[config.mk]
export PLATFORM = sky130hd
export DESIGN_NAME = robo_ambiente
export DESIGN_NICKNAME = d
export VERILOG_FILES = /design/src/rtl/robo_pkg.sv /design/src/rtl/robo_vizinhos.sv /design/src/rtl/robo_ambiente.sv
export SDC_FILE = /design/constraint.sdc
export NUM_CORES = 1
export LEC_CHECK = 0
export CORE_MARGIN = 2
export CORE_UTILIZATION = 55
export CTS_BUF_LIST = sky130_fd_sc_hd__clkbuf_16
export DETAILED_ROUTE_END_ITERATION = 6
export GPL_ROUTABILITY_DRIVEN = 0
export PLACE_DENSITY = 0.82
export SLEW_MARGIN = 10
export SYNTH_ARGS = -nofsm -noshare
export SYNTH_HDL_FRONTEND = slang
export SYNTH_SLANG_ARGS = --single-unit
[constraint.sdc]
create_clock -name clock -period 4.6 [get_ports clock]
set_input_delay 1.38 -clock clock [delete_from_list [all_inputs] [get_ports clock]]
set_output_delay 1.38 -clock clock [all_outputs]
set_load 0.01 [all_outputs]
[src/rtl/robo_pkg.sv]
// Shared types and helpers for the Robo environment stage: orientation codes,
// FSM states, map geometry and map-row decoding.
package robo_pkg;

  localparam int ROWS = 20;
  localparam int COLS = 20;

  typedef enum logic [1:0] {
    DIR_N = 2'b00,
    DIR_S = 2'b01,
    DIR_L = 2'b10,
    DIR_O = 2'b11
  } dir_t;

  typedef enum logic [2:0] {
    IDLE,
    CHECK,
    FETCH_H,
    FETCH_L,
    PRESENT,
    APPLY,
    DONE,
    ERROR
  } state_t;

  function automatic logic on_map_row(logic [4:0] v);
    return (v >= 5'd1) && (v <= 5'(ROWS));
  endfunction

  function automatic logic on_map_col(logic [4:0] v);
    return (v >= 5'd1) && (v <= 5'(COLS));
  endfunction

  // Column c lives at bit COLS-c; any column outside 1..COLS reads as wall.
  function automatic logic cell_bit(logic [COLS-1:0] row, logic [4:0] col);
    logic b;
    b = 1'b1;
    for (int i = 1; i <= COLS; i++) begin
      if (col == 5'(i)) b = row[COLS-i];
    end
    return b;
  endfunction

  function automatic dir_t turn_left(dir_t d);
    dir_t n;
    case (d)
      DIR_N:   n = DIR_O;
      DIR_O:   n = DIR_S;
      DIR_S:   n = DIR_L;
      default: n = DIR_N;
    endcase
    return n;
  endfunction

endpackage

[src/rtl/robo_vizinhos.sv]
// Combinational neighbour finder: coordinates of the cell ahead and the cell on the
// robot's left, with off-map flags. 5-bit arithmetic wraps on purpose.
module robo_vizinhos
  import robo_pkg::*;
(
  input  logic [4:0] linha,
  input  logic [4:0] coluna,
  input  dir_t       orientacao,
  output logic [4:0] frente_linha,
  output logic [4:0] frente_coluna,
  output logic       frente_fora,
  output logic [4:0] esq_linha,
  output logic [4:0] esq_coluna,
  output logic       esq_fora
);

  always_comb begin
    frente_linha  = linha;
    frente_coluna = coluna;
    esq_linha     = linha;
    esq_coluna    = coluna;
    case (orientacao)
      DIR_N: begin
        frente_linha = linha - 5'd1;
        esq_coluna   = coluna - 5'd1;
      end
      DIR_S: begin
        frente_linha = linha + 5'd1;
        esq_coluna   = coluna + 5'd1;
      end
      DIR_L: begin
        frente_coluna = coluna + 5'd1;
        esq_linha     = linha - 5'd1;
      end
      default: begin
        frente_coluna = coluna - 5'd1;
        esq_linha     = linha + 5'd1;
      end
    endcase
  end

  assign frente_fora = !(on_map_row(frente_linha) && on_map_col(frente_coluna));
  assign esq_fora    = !(on_map_row(esq_linha) && on_map_col(esq_coluna));

endmodule

[src/rtl/robo_ambiente.sv]
// Environment/odometry stage for the Robo wall follower: reads the map ROM, senses
// head/left walls, applies the Robo's moves to the pose and flags illegal poses.
module robo_ambiente
  import robo_pkg::*;
#(
  parameter logic [4:0] START_ROW = 5'd1,
  parameter logic [4:0] START_COL = 5'd1,
  parameter logic [1:0] START_DIR = 2'b00
) (
  input  logic        clock,
  input  logic        reset,
  input  logic        start,
  input  logic [7:0]  qtd_movimentos,
  output logic [4:0]  map_addr,
  input  logic [19:0] map_data,
  input  logic        avancar,
  input  logic        girar,
  output logic        head,
  output logic        left,
  output logic        sensores_validos,
  output logic [4:0]  linha,
  output logic [4:0]  coluna,
  output logic [1:0]  orientacao,
  output logic [7:0]  movimentos,
  output logic        fim,
  output logic        erro
);

  state_t     state, state_nxt;
  dir_t       dir_q;
  logic [7:0] qtd_q;
  logic       head_nxt, left_nxt;
  logic       fim_q;
  logic [4:0] addr_q, addr_now;
  logic [4:0] frente_linha, frente_coluna, esq_linha, esq_coluna;
  logic       frente_fora, esq_fora;
  logic       pose_invalida, budget_done;

  robo_vizinhos u_vizinhos (
    .linha         (linha),
    .coluna        (coluna),
    .orientacao    (dir_q),
    .frente_linha  (frente_linha),
    .frente_coluna (frente_coluna),
    .frente_fora   (frente_fora),
    .esq_linha     (esq_linha),
    .esq_coluna    (esq_coluna),
    .esq_fora      (esq_fora)
  );

  // Only meaningful in CHECK, where the ROM is addressed with the current row.
  assign pose_invalida = !on_map_row(linha) || !on_map_col(coluna) || cell_bit(map_data, coluna);
  assign budget_done   = (movimentos == qtd_q);
  assign left_nxt      = esq_fora | cell_bit(map_data, esq_coluna);

  always_comb begin
    state_nxt = state;
    case (state)
      IDLE, DONE: if (start) state_nxt = CHECK;
      CHECK: begin
        if (pose_invalida)    state_nxt = ERROR;
        else if (budget_done) state_nxt = DONE;
        else                  state_nxt = FETCH_H;
      end
      FETCH_H: state_nxt = FETCH_L;
      FETCH_L: state_nxt = PRESENT;
      PRESENT: state_nxt = APPLY;
      APPLY:   state_nxt = CHECK;
      ERROR:   state_nxt = ERROR;
      default: state_nxt = IDLE;
    endcase
  end

  // Off-map neighbour rows fall back to a legal row so address 0 never reaches the ROM.
  always_comb begin
    addr_now = addr_q;
    case (state)
      CHECK:   addr_now = on_map_row(linha) ? linha : 5'd1;
      FETCH_H: addr_now = on_map_row(frente_linha) ? frente_linha : linha;
      FETCH_L: addr_now = on_map_row(esq_linha) ? esq_linha : linha;
      default: addr_now = addr_q;
    endcase
  end

  assign map_addr         = addr_now;
  assign orientacao       = dir_q;
  assign sensores_validos = (state == PRESENT);
  assign fim              = fim_q | ((state == CHECK) && !pose_invalida && budget_done);

  always_ff @(posedge clock) begin
    if (reset) begin
      state      <= IDLE;
      linha      <= START_ROW;
      coluna     <= START_COL;
      dir_q      <= dir_t'(START_DIR);
      movimentos <= 8'd0;
      qtd_q      <= 8'd0;
      head       <= 1'b0;
      left       <= 1'b0;
      head_nxt   <= 1'b0;
      fim_q      <= 1'b0;
      erro       <= 1'b0;
      addr_q     <= 5'd0;
    end else begin
      state  <= state_nxt;
      addr_q <= addr_now;
      case (state)
        IDLE: begin
          if (start) begin
            qtd_q      <= qtd_movimentos;
            movimentos <= 8'd0;
          end
        end
        DONE: begin
          if (start) begin
            qtd_q      <= qtd_movimentos;
            movimentos <= 8'd0;
            fim_q      <= 1'b0;
          end
        end
        CHECK: begin
          if (pose_invalida)    erro  <= 1'b1;
          else if (budget_done) fim_q <= 1'b1;
        end
        FETCH_H: head_nxt <= frente_fora | cell_bit(map_data, frente_coluna);
        // Sensors are loaded here so they are valid together with sensores_validos.
        FETCH_L: begin
          head <= head_nxt;
          left <= left_nxt;
        end
        APPLY: begin
          movimentos <= movimentos + 8'd1;
          if (avancar) begin
            linha  <= frente_linha;
            coluna <= frente_coluna;
          end else if (girar) begin
            dir_q <= turn_left(dir_q);
          end
        end
        default: ;
      endcase
    end
  end

endmodule

==> impl_metrics.tcl, run 1 <==
set metrics [dict create \
    design_area_um2 5240 \
    drt_iter0_drc 491 \
    clock_skew_ps 11.5 \
    cts_root_buffer "clkbuf_16" \
    synth_warnings 0 \
    grt_pass1_vias 4112 \
    dpl.hpwl_mm 9.22 \
    hold_path_class "flip-flop to flip-flop" \
    worstSetupPathType "flip-flop to output port" \
    synth_cells 517 \
    finalSetupTns_ps 0 \
    wl_per_cell_um 18.7 \
    cts_htree_levels 2 \
    ys_seq_area_frac 0.210 \
    initial_utilization 0.573 \
    grt_pass1_wl_mm 20.1 \
    maxCapViolations 0 \
    path_max_fanout 5 \
    setup_viol 0 \
    synth_top_area_frac 0.210 \
    finalCritPeriodShare 0.996 \
    ios 63 \
    leakagePower_nw 2.14 \
    cts_tree "built" \
    postSynth.asyncResetShare 0 \
    yosysTopAreaCell "dfxtp_1" \
    syn-num-nets 565 \
    syn_area_per_cell_um2 7.57 \
    clock.fmax_ghz 0.218 \
    drive_gt1_frac 0.205 \
    tightest_slew_ps 1110 \
    synth_flop_cell "dfxtp_1" \
    status "finished clean" \
    critPathLaunchType "flip-flop" \
    p_int_w 0.000971 \
    slew_headroom 0.251 \
    die_area_um2 7810 \
    critPathArrivalTime_ps 3200 \
    diodes 0 \
    synthDistinctLibCells 92 \
    switchingPower_w 0.000681 \
    required_ps 3220 \
    via_per_inst 6.47 \
    die_h_um 88.4 \
    wirelength_mm 13.3 \
    power_density_nw_per_um2 315 \
    min_period_ps 4580 \
    switching_share 0.412 \
    crit_path_end_kind "output port" \
    ir_worst_vdd_v 0.000240 \
    synth_seq_cells 41 \
    grt_overflow 0 \
    p_comb_frac 0.518 \
    ant_nets 0 \
    coreArea_um2 6830 \
    finish.utilization 0.767 \
    cts_hold_buffers 0 \
    final_nets 661 \
    pwr-share-clk 0.218 \
    synth-edff-count 0 \
    numCtsBuffers 5 \
    drt-pass1-iter-count 5 \
    grt_max_degree 29 \
    cts_num_sinks 41 \
    syn_area_um2 3920 \
    num_rows 30 \
    slew_violations 0 \
    num_vias 4595 \
    synth.area.top_cells "dfxtp_1 (21%), a21oi_1 (6.1%), nand2_1 (5.1%)" \
    io_buffer_count 62 \
    path_clk_slew_ps 70 \
    area_growth_syn_to_layout_pct 33.9 \
    cts_buffer_depth 2 \
    clkLatencyLatePin_ps 300 \
    hold_violations 0 \
    die_w_um 88.4 \
    antenna_found_initial 0 \
    drc_errors 0 \
    grtUsageTotal 0.326 \
    postPlaceCellArea_um2 4830 \
    pwr-share-seq 0.265 \
]
worst paths after layout:
check	slack, ps	start	cells after the start	end
setup reg to reg	1260	coluna[0]	9	left
setup / recovery	20	linha[0]	9	map_addr[4]
hold / removal	460	head	2	head
hold reg to reg	460	head	2	head
kinds of logic (layout without fill, tap and decap cells):
kind of cell / count (synthesis) / count (layout) / share of synthesized area
AOI/OAI and AO/OA: 170 / 170 / 0.311
buffers and inverters: 57 / 154 / 0.0713
muxes: 16 / 16 / 0.0527
and+or+nand+nor: 207 / 207 / 0.281
DFF: 41 / 41 / 0.210
xor gates and xnor gates: 11 / 11 / 0.0265
adders and majority gates: 15 / 15 / 0.0479
power by group through the flow:
stage	logic (W)	clock network, W	registers (W)
6_report	0.000855	0.000360	0.000437
4_1_cts	0.000801	0.000357	0.000436
2_1_floorplan	0.000487	0	0.000446
3_5_place_dp	0.000759	0	0.000443
3_3_place_gp	0.000737	0	0.000441
5_1_grt	0.000911	0.000370	0.000442
cells in the mapped netlist, drive strengths merged (4+ instances only):
master / instances
a211o: 4
a211oi: 15
a21oi: 49
a221oi: 9
a222oi: 4
a311oi: 8
and2: 5
and3: 6
buf: 19
clkbuf: 11
dfxtp: 41
ha: 15
inv: 27
mux2: 4
mux2i: 9
nand2: 53
nand2b: 16
nand3: 12
nand3b: 4
nor2: 50
nor2b: 9
nor3: 12
nor4: 4
o211ai: 7
o21a: 4
o21ai: 20
o22ai: 8
o31ai: 6
or2: 9
xor2: 10
critical path: stages (launching register included):
cell	delay (ps)
dfxtp_1	360
inv_1	100
ha_1	350
nand2b_1	160
a31oi_1	270
or2_1	230
o31a_1	270
nor3_1	80
or4_4	580
clkdlybuf4s50_1	500
layout make-up:
type	count	area [um^2]
clock buffers	5	125
clock inverters	3	17.5
fillers	496	1590
inverters	27	101
multi-input cells	419	2990
flip-flops and latches	41	827
well taps	96	120
repair buffers	119	1060
layout by cell type, fill, tap and decap left out, types with 5 or more instances in the layout:
cell type,netlist,layout
ha_1,15,11
buf_4,6,57
o211ai_1,7,7
a211oi_1,15,13
clkbuf_16,0,5
nand2b_1,16,16
a21oi_2,1,5
inv_1,27,26
xor2_1,9,9
nor3_1,12,12
a21oi_1,48,44
a221oi_1,9,5
nor2b_1,9,8
nor2_1,49,49
or2_1,5,5
dfxtp_1,41,38
a311oi_1,7,6
clkdlybuf4s50_1,0,48
nand2_1,53,53
mux2i_1,9,9
nand3_1,12,12
o21ai_0,18,15
o22ai_1,8,7
dlymetal6s2s_1,0,11
stage by stage:
step                hold WS, ps  power (W)  instances  setup slack (ps)
finish                      460    0.00165        710              17.3
global route                494    0.00172        710             -41.4
CTS                         463    0.00159        704              -107
detailed placement          453    0.00120        692              -535
global placement            443    0.00118        692              -538
floorplan                   432   0.000933        517               491
registers in the layout, indices dropped and copies added (netlist names):
signal,flops
fim_q,1
coluna,5
erro,1
addr_q,5
head,1
orientacao,2
left,1
movimentos,8
linha,5
head_nxt,1
qtd_q,8
state,3
what timing repair did:
action,CTS,global route
setup buffers,4,6
endpoints found under the hold margin,0,0
pin swaps,4,14
gates resized for setup,22,37
setup endpoints to repair,5,6
gates cloned,0,0
routing by layer:
| metal | vias up | routed length, um | track usage |
|---|---|---|---|
| met5 | - | 0 | 0 |
| met1 | 2119 | 5520 | 0.453 |
| met2 | 307 | 6040 | 0.513 |
| met4 | 0 | 480 | 0.125 |
| met3 | 56 | 1270 | 0.0457 |
| li1 | 2113 | - | - |
Power figures use the tool's default switching activity.
==> inputs of run 2 (changes only) <==
--- a/config.mk
+++ b/config.mk
@@ -10,6 +10,7 @@
 export CTS_BUF_LIST = sky130_fd_sc_hd__clkbuf_16
 export DETAILED_ROUTE_END_ITERATION = 6
 export GPL_ROUTABILITY_DRIVEN = 0
+export MAX_ROUTING_LAYER = met4
 export PLACE_DENSITY = 0.82
 export SLEW_MARGIN = 10
 export SYNTH_ARGS = -nofsm -noshare
==> run 2 against run 1 <==
Clock power hardly changed. Worst hold slack better by 1.8 ps. Via count is 0.33% lower. Routed wire length is 0.20% higher. Sequential power hardly changed. First-iteration DRC count is 0.20% higher. Power hardly changed. Setup slack better by 15 ps. Sequential cell count stayed put. Global-route usage is 1.0 points higher. Final cell count is 0.14% lower.
==> impl_metrics.tcl, run 2 (same netlist as run 1, synthesis figures left out) <==
set metrics [dict create \
    cts_num_sinks 41 \
    setup_viol 0 \
    top_regs "movimentos (8), qtd_q (8)" \
    die_w_um 88.4 \
    multi_input_area_um2 2990 \
    die_area_um2 7810 \
    finish.utilization 0.766 \
    dp_cells 692 \
    clkLatencyLatePin_ps 290 \
    slew_headroom 0.238 \
    finalCritPeriodShare 0.993 \
    leakagePower_nw 2.15 \
    numCtsBuffers 5 \
    status "finished clean" \
    cts_root_buffer "clkbuf_16" \
    reg2regPathDepth 9 \
    coreArea_um2 6830 \
    ant_nets 0 \
    design_area_um2 5240 \
    num_rows 30 \
    slew_violations 0 \
    required_ps 3220 \
    critPathArrivalTime_ps 3190 \
    ios 63 \
    clock_skew_ps 9.06 \
    grt_overflow 0 \
    grt_max_degree 29 \
    final.setup.worst_slack_ps 32.8 \
    dpl.hpwl_mm 9.22 \
    num_vias 4580 \
    ir_worst_vdd_v 0.000231 \
    antenna_found_initial 0 \
    hold_violations 0 \
    worstSetupPathType "flip-flop to output port" \
    r2r_start "coluna[0]" \
    diodes 0 \
    die_h_um 88.4 \
    via_per_inst 6.46 \
    cp-endpoint "map_addr[4]" \
    grt_pass1_vias 4115 \
    r2r-end "left" \
    clock.fmax_ghz 0.219 \
    min_period_ps 4570 \
    fillers 495 \
    io_buffer_count 62 \
    cts_tree "built" \
    crit_path_end_kind "output port" \
    path_clk_slew_ps 70 \
    path_max_fanout 6 \
    finalSetupTns_ps 0 \
    final_common_cell "buf_4" \
    ff2ff_setup_slack_ps 1250 \
    ff_latch_area_um2 827 \
    drt-pass1-iter-count 5 \
    worstSetupStartpoint "linha[1]" \
    place_ws_ps -535 \
    stdcell_count 709 \
    tightest_slew_ps 1130 \
    postPlaceCellArea_um2 4830 \
    power_density_nw_per_um2 316 \
    cts_hold_buffers 0 \
    drive_gt1_frac 0.206 \
    initial_utilization 0.573 \
    area_growth_syn_to_layout_pct 33.7 \
    grtUsageTotal 0.336 \
    wirelength_mm 13.3 \
    wl_per_cell_um 18.8 \
    critPathLaunchType "flip-flop" \
    most-common-layout-cells "buf_4 (56), nand2_1 (53), nor2_1 (49), clkdlybuf4s50_1 (48), a21oi_1 (44)" \
    grt_pass1_wl_mm 20.1 \
    drc_errors 0 \
    final_nets 660 \
    hold_path_class "flip-flop to flip-flop" \
    cts_buffer_depth 2 \
    cts_htree_levels 2 \
    maxCapViolations 0 \
    drt_iter0_drc 492 \
]
-- run 2: cell types whose count changed in the layout (fill, tap and decap cells not counted) --
cell,change
buf_4,-1
a32o_2,+1
a32o_1,-1
-- run 2: what timing repair did --
action	in CTS	in global routing
resized for setup	22	38
endpoints found under the setup margin	5	6
setup buffers	4	5
pin swaps	4	15
-- run 2: cell type report --
cell class                      instances  area share
Inverter                               27      0.0194
Sequential cell                        41       0.158
Clock inverter                          3     0.00335
Timing Repair Buffer                  118       0.202
Multi-Input combinational cell        419       0.571
Clock buffer                            5      0.0239
Tap cell                               96      0.0229
-- run 2: critical path, stage by stage (launching register included) --
cell             delay [ps]
dfxtp_1                 310
inv_1                   190
ha_1                    310
nand2b_1                150
a31oi_1                 250
or2_1                   210
o31a_1                  280
nor3_1                   90
or4_4                   580
clkdlybuf4s50_1         500
-- run 2: worst min-delay path by stage --
stage          cells past startpoint  slack, ps  startpoint       end
6_report                           2        460        head      head
5_1_grt                            2        490    qtd_q[0]  qtd_q[0]
4_1_cts                            2        460    head_nxt      head
3_5_place_dp                       2        450    head_nxt      head
3_3_place_gp                       2        440        head      head
2_1_floorplan                      2        430    head_nxt      head
-- run 2: layer usage --
| metal | up-vias | global-route usage | share of wire |
|---|---|---|---|
| met5 | - | - | 0 |
| met4 | 0 | 0.121 | 0.034 |
| met3 | 57 | 0.0438 | 0.097 |
| met2 | 316 | 0.518 | 0.46 |
| met1 | 2097 | 0.452 | 0.41 |
| li1 | 2110 | - | - |
-- run 2: power breakdown --
part | leakage (nW) | internal, W | switching, W
logic | 1.74 | 0.000370 | 0.000486
registers | 0.335 | 0.000401 | 0.0000360
clock network | 0.0696 | 0.000200 | 0.000161
-- run 2: per-stage QoR --
stage | total power [W] | hold slack, ps
after floorplan | 0.000933 | 432
final | 0.00165 | 462
after CTS | 0.00159 | 463
after detailed placement | 0.00120 | 453
after global routing | 0.00172 | 494
after global placement | 0.00118 | 443
